<file path="src/rtl/prime_pkg.sv">
// -----------------------------------------------------------------------------
// prime_pkg
//   Shared definitions for the prime range scanner.
//   - WIDTH_DEFAULT : default candidate width in bits
//   - state_t       : scanner control states (IDLE / SCAN / DONE)
// -----------------------------------------------------------------------------
package prime_pkg;

  // Default candidate width; the scanner and checker both take it as their
  // parameter default so a single edit retargets the whole block.
  localparam int WIDTH_DEFAULT = 4;

  // Three-state scan controller. Encodings are fixed so waveforms are stable.
  typedef enum logic [1:0] {
    IDLE = 2'd0,
    SCAN = 2'd1,
    DONE = 2'd2
  } state_t;

endpackage : prime_pkg

</file>
<file path="src/rtl/prime_check.sv">
// -----------------------------------------------------------------------------
// prime_check
//   Purely combinational primality test of a WIDTH-bit unsigned value.
//   Ports:
//     value [WIDTH-1:0] in  : value under test
//     prime             out : 1 when value is prime (0 and 1 are not prime)
//
//   Trial division by every d in [2, 2^WIDTH-1] with d*d <= value. All loop
//   bounds are elaboration-time constants, so each iteration becomes a
//   compare against a constant divisor and the loop unrolls into plain logic.
// -----------------------------------------------------------------------------
module prime_check
  import prime_pkg::*;
#(
  parameter int WIDTH = WIDTH_DEFAULT
) (
  input  logic [WIDTH-1:0] value,
  output logic             prime
);

  localparam int NUM_VALUES = 1 << WIDTH;

  logic [31:0] value_ext_s;
  logic [31:0] div_s;
  logic        prime_s;

  // Zero-extend so all arithmetic below is done at one common width.
  assign value_ext_s = 32'(value);

  // Trial division: any divisor no larger than sqrt(value) clears the flag.
  always_comb begin
    prime_s = (value_ext_s >= 32'd2);
    div_s   = 32'd0;
    for (int d = 2; d < NUM_VALUES; d++) begin
      div_s = 32'(unsigned'(d));
      if (((div_s * div_s) <= value_ext_s) && ((value_ext_s % div_s) == 32'd0)) begin
        prime_s = 1'b0;
      end else begin
        prime_s = prime_s;
      end
    end
  end

  assign prime = prime_s;

endmodule : prime_check

</file>
<file path="src/rtl/prime_scanner.sv">
// -----------------------------------------------------------------------------
// prime_scanner
//   Walks every candidate in an inclusive range [lo, hi], one per clock,
//   counting the primes and remembering the largest one.
//
//   Ports:
//     clk                       in  : single clock, rising edge
//     rst                       in  : asynchronous, active-high reset
//     start                     in  : scan request, only looked at in IDLE
//     lo, hi        [WIDTH-1:0] in  : inclusive range, captured with start
//     cand          [WIDTH-1:0] out : candidate presented to the checker
//     cand_valid                out : cand is live (SCAN state)
//     is_prime                  out : primality of cand, forced 0 when not live
//     busy                      out : SCAN or DONE
//     done                      out : one-cycle pulse, results final
//     err                       out : range was empty (lo > hi); sticky
//     prime_count   [WIDTH:0]   out : primes found in the range
//     max_prime     [WIDTH-1:0] out : largest prime found, 0 if none
//     found                     out : prime_count != 0
//
//   Results (prime_count, max_prime, err) are registers that are only cleared
//   by an accepted start or by reset, so they stay readable in IDLE after the
//   done pulse.
// -----------------------------------------------------------------------------
module prime_scanner
  import prime_pkg::*;
#(
  parameter int WIDTH = WIDTH_DEFAULT
) (
  input  logic             clk,
  input  logic             rst,
  input  logic             start,
  input  logic [WIDTH-1:0] lo,
  input  logic [WIDTH-1:0] hi,
  output logic [WIDTH-1:0] cand,
  output logic             cand_valid,
  output logic             is_prime,
  output logic             busy,
  output logic             done,
  output logic             err,
  output logic [WIDTH:0]   prime_count,
  output logic [WIDTH-1:0] max_prime,
  output logic             found
);

  localparam logic [WIDTH-1:0] CAND_ZERO  = {WIDTH{1'b0}};
  localparam logic [WIDTH-1:0] CAND_ONE   = {{(WIDTH-1){1'b0}}, 1'b1};
  localparam logic [WIDTH:0]   COUNT_ZERO = {(WIDTH+1){1'b0}};
  localparam logic [WIDTH:0]   COUNT_ONE  = {{WIDTH{1'b0}}, 1'b1};

  state_t           state_r;
  logic [WIDTH-1:0] cand_r;
  logic [WIDTH-1:0] hi_r;
  logic [WIDTH-1:0] max_r;
  logic [WIDTH:0]   count_r;
  logic             err_r;
  logic             prime_raw_s;
  logic             live_s;

  // The checker always sees cand_r; its answer is only trusted in SCAN.
  prime_check #(
    .WIDTH (WIDTH)
  ) u_prime_check (
    .value (cand_r),
    .prime (prime_raw_s)
  );

  // Scan controller: state, candidate, captured upper bound and results.
  always_ff @(posedge clk or posedge rst) begin
    if (rst) begin
      state_r <= IDLE;
      cand_r  <= CAND_ZERO;
      hi_r    <= CAND_ZERO;
      max_r   <= CAND_ZERO;
      count_r <= COUNT_ZERO;
      err_r   <= 1'b0;
    end else begin
      case (state_r)
        IDLE: begin
          if (start) begin
            hi_r    <= hi;
            max_r   <= CAND_ZERO;
            count_r <= COUNT_ZERO;
            if (lo <= hi) begin
              cand_r  <= lo;
              err_r   <= 1'b0;
              state_r <= SCAN;
            end else begin
              // Empty range: skip straight to the done pulse, flag it.
              err_r   <= 1'b1;
              state_r <= DONE;
            end
          end else begin
            state_r <= IDLE;
          end
        end

        SCAN: begin
          if (prime_raw_s) begin
            // Candidates ascend, so the latest prime is always the largest.
            count_r <= count_r + COUNT_ONE;
            max_r   <= cand_r;
          end else begin
            count_r <= count_r;
          end
          // Terminate on equality so hi = all-ones never wraps cand to 0.
          if (cand_r == hi_r) begin
            state_r <= DONE;
          end else begin
            cand_r  <= cand_r + CAND_ONE;
            state_r <= SCAN;
          end
        end

        DONE: begin
          state_r <= IDLE;
        end

        default: begin
          state_r <= IDLE;
        end
      endcase
    end
  end

  // Status decodes depend on the state register alone.
  assign live_s      = (state_r == SCAN);
  assign cand_valid  = live_s;
  assign done        = (state_r == DONE);
  assign busy        = (state_r != IDLE);

  assign cand        = cand_r;
  assign is_prime    = live_s & prime_raw_s;
  assign err         = err_r;
  assign prime_count = count_r;
  assign max_prime   = max_r;
  assign found       = (count_r != COUNT_ZERO);

endmodule : prime_scanner

</file>
<file path="config.mk">
export PLATFORM = sky130hd
export DESIGN_NAME = prime_scanner
export DESIGN_NICKNAME = d
export VERILOG_FILES = /design/src/rtl/prime_pkg.sv /design/src/rtl/prime_check.sv /design/src/rtl/prime_scanner.sv
export SDC_FILE = /design/constraint.sdc
export NUM_CORES = 1
export LEC_CHECK = 0
export CAP_MARGIN = 15
export CORE_MARGIN = 2
export CORE_UTILIZATION = 40
export CTS_CLUSTER_SIZE = 12
export DETAILED_ROUTE_END_ITERATION = 10
export GPL_TIMING_DRIVEN = 0
export PLACE_DENSITY = 0.62
export SYNTH_ARGS = -nofsm -noshare
export SYNTH_HDL_FRONTEND = slang
export SYNTH_SLANG_ARGS = --single-unit
</file>
<file path="constraint.sdc">
create_clock -name clk -period 4.1 [get_ports clk]
set_input_delay 0.82 -clock clk [delete_from_list [all_inputs] [get_ports clk]]
set_output_delay 0.82 -clock clk [all_outputs]
set_load 0.02 [all_outputs]
</file>
==> results.md <==
- Outcome: complete, no violations
- Number of synthesized flops with an enable pin: 0
- Fillers: between 300 and 400
- IR drop worst, VDD: between 0.5 and 0.6 mV
- Drt total wl: 3780 um
- Clk buf depth: 2
- Synth Instances: between 150 and 200
- R2r worst-path depth: 16
- Routability congestion estimate: just under 0.9
- PortBufs: 29
- Root Driver: clkbuf_8
- CP Launch Type: flop
- Reg clk slew, reported paths: ~80 ps
- Standard-cell rows: 22
- Post-Place Cell Area: roughly 1800 um^2
- Core footprint: ~3600 um^2
- Worst slew margin: 0.484
- Clock Latency Late Sink: 270 ps
- Most used DFF post-synth: dfrtp_1
- Yosys reg bits: 20
- Post-synth top area share: 0.334
- Final instance area: a little over 2000 um^2
- Vias in the first global route: between 1000 and 1500
- Layout Skew: between 1 and 1.5 ps
- Total negative slack: 0 ps
- Num CTS Buffers: 3
- CTS tree: built
- Worst Path Max Fanout: 10
- Worst min path class: flop to flop
- Top sig layer: met4
- Critical Path Source: cand[3]
- Initial antenna violation count: 0
- Post-synthesis cell type count: 40
- Pwr/cell area: 1000 nW/um^2
- First-pass DRT Iterations: 4
- Synth cell count leaders: nand2_1 (25), dfrtp_1 (20), inv_1 (15)
- Register area share after synthesis: 0.334
- Met3 routed WL: between 200 and 250 um
- Critical path class: flop to primary output
- Setup slack, reg-to-reg: 620 ps
- Critical Path End: is_prime
- Die W: around 65 um
- Synth top area cells: dfrtp_1 (33%), ha_1 (11%), nand2_1 (6.3%), mux2i_1 (4.0%), inv_1 (3.8%)
- Antenna Cells: 0
- IO Pins: 30
- Register Area: 502 um^2
- Critical Path AT: between 3000 and 4000 ps
- CP endpoint kind: primary output
- MaxCap Viol Count: 0
- Layout cells sized above 1: 0.222
- Die ar.: roughly 4200 um^2
- H-tree depth: 1
- Area grow syn2layout: 38.4%
- Syn Std Cell Area: ~1500 um^2
- Initial Util: 0.412
- Leak: between 0.9 and 1 nW
- Synth area leader: dfrtp_1
- CTS Sinks: 20
- Most numerous cell in the Yosys netlist: nand2_1
- Hold_sp: err
- Max Clk Rate: between 0.2 and 0.25 GHz
- DR WL met2: between 1500 and 2000 um
- Synth Warn #: 0
- All-layer global routing usage: 0.187
- Syn Nets: between 150 and 200
- DR vias/cell: around 5.5
- Met1 wire length: 1660 um
- Congestion Overflow GR: 0
- Die Y: 65.2 um
- R2r startpoint: cand[3]
- Final Cycle Share: 0.981
- Multi-input logic area: 950 um^2
- Reg-to-Reg End: prime_count[4]
- Fin util: 0.570
- 1st-iter DRT viols: 80
- Final setup vio count: 0
- First-pass GRT wire length: ~6200 um
- Avg Inst Size Synth: 8.80 um^2
- Layout Nets: 237
- Max-slew violations: 0
- CP required: ~3300 ps
- Worst-margin pin slew: slightly below 800 ps
- Total number of vias: between 1000 and 1500
- FFs w/ async S/R, synth: 1.00
- Residual DRC: 0
- Final worst path period need: 4020 ps
- Hold Violations, Final: 0
- Routed WL per cell: 14.6 um
- Post-DP HPWL: 2650 um
- Largest net degree at the start of global routing: 21
- Routed Antenna Nets: 0
power by group:
group,internal (mW),switching (mW),total (mW)
logic,0.690,0.833,1.52
clock network,0.131,0.0739,0.205
registers,0.278,0.0647,0.343
cell families (layout without fill, tap and decap cells):
logic type / Yosys count / after routing / share of synthesized area
simple gates: 61 / 61 / 0.215
xor+xnor: 5 / 5 / 0.0293
flops: 20 / 20 / 0.334
buf+inv: 25 / 67 / 0.0727
fa+ha+maj: 13 / 13 / 0.109
mux: 7 / 7 / 0.0477
compound gates: 39 / 39 / 0.192
stage by stage:
stage / hold slack (ps) / setup WS, ps / std cells / power [mW]
finish: 496 / 79.0 / 260 / 2.07
floorplan: 470 / 241 / 170 / 1.28
detailed placement: 475 / -586 / 247 / 1.63
global placement: 470 / -532 / 247 / 1.60
global route: 527 / -1.52 / 260 / 2.22
CTS: 500 / 28.4 / 257 / 1.96
layout make-up:
type / count / area share
multi-input combinational: 125 / 0.459
sequential: 20 / 0.242
timing repair buffer: 39 / 0.177
buffer: 9 / 0.0296
inverter: 15 / 0.0290
tap: 48 / 0.0290
clock buffer: 3 / 0.0199
clock inverter: 1 / 0.0145
worst min-delay path by stage:
stage | to | slack, ps | cells after the start
after floorplan | hi_r[1] | 470 | 2
after global placement | err | 470 | 2
after detailed placement | err | 470 | 2
after CTS | err | 500 | 2
after global routing | err | 530 | 2
final | err | 500 | 2
worst max-delay path, cell delays in order (launching register included):
cell,delay [ps]
dfrtp_1,400
buf_4,180
buf_6,150
nor2b_4,120
ha_4,190
buf_6,130
inv_1,60
ha_1,310
inv_1,70
or4_1,520
a2bb2oi_1,170
o311ai_2,330
o22ai_4,110
buf_4,170
flip-flops by register name, summed over array words and instances, names as in the netlist:
register / flops
err: 1
cand: 4
state_r: 2
max_prime: 4
prime_count: 5
hi_r: 4
placed cells by master (no fill, tap or decap), types with 3 or more instances in the layout:
| cell | instances |
|---|---|
| clkdlybuf4s50_1 | 28 |
| nand3_1 | 4 |
| inv_1 | 14 |
| clkbuf_8 | 4 |
| dfrtp_1 | 19 |
| o21ai_0 | 10 |
| ha_1 | 10 |
| xnor2_1 | 5 |
| buf_4 | 12 |
| clkbuf_1 | 3 |
| nor3_1 | 4 |
| nand3_2 | 4 |
| nand4_1 | 5 |
| mux2i_1 | 6 |
| o21ai_2 | 5 |
| a21oi_1 | 8 |
| nand2_1 | 25 |
| nor2_1 | 6 |
layer usage:
metal,vias up,track usage
met1,672,0.245
met4,0,0.0885
met2,65,0.304
met3,13,0.0291
li1,677,-
met5,-,0
repair_timing:
item                       in CTS  in global routing
buffers inserted                7                  3
hold buffers                    0                  0
cloned                          0                  0
setup endpoints to repair       1                  1
pin swaps                       4                  3
resized for setup              14                 11
Note: power is estimated with default switching activity, not from simulation.
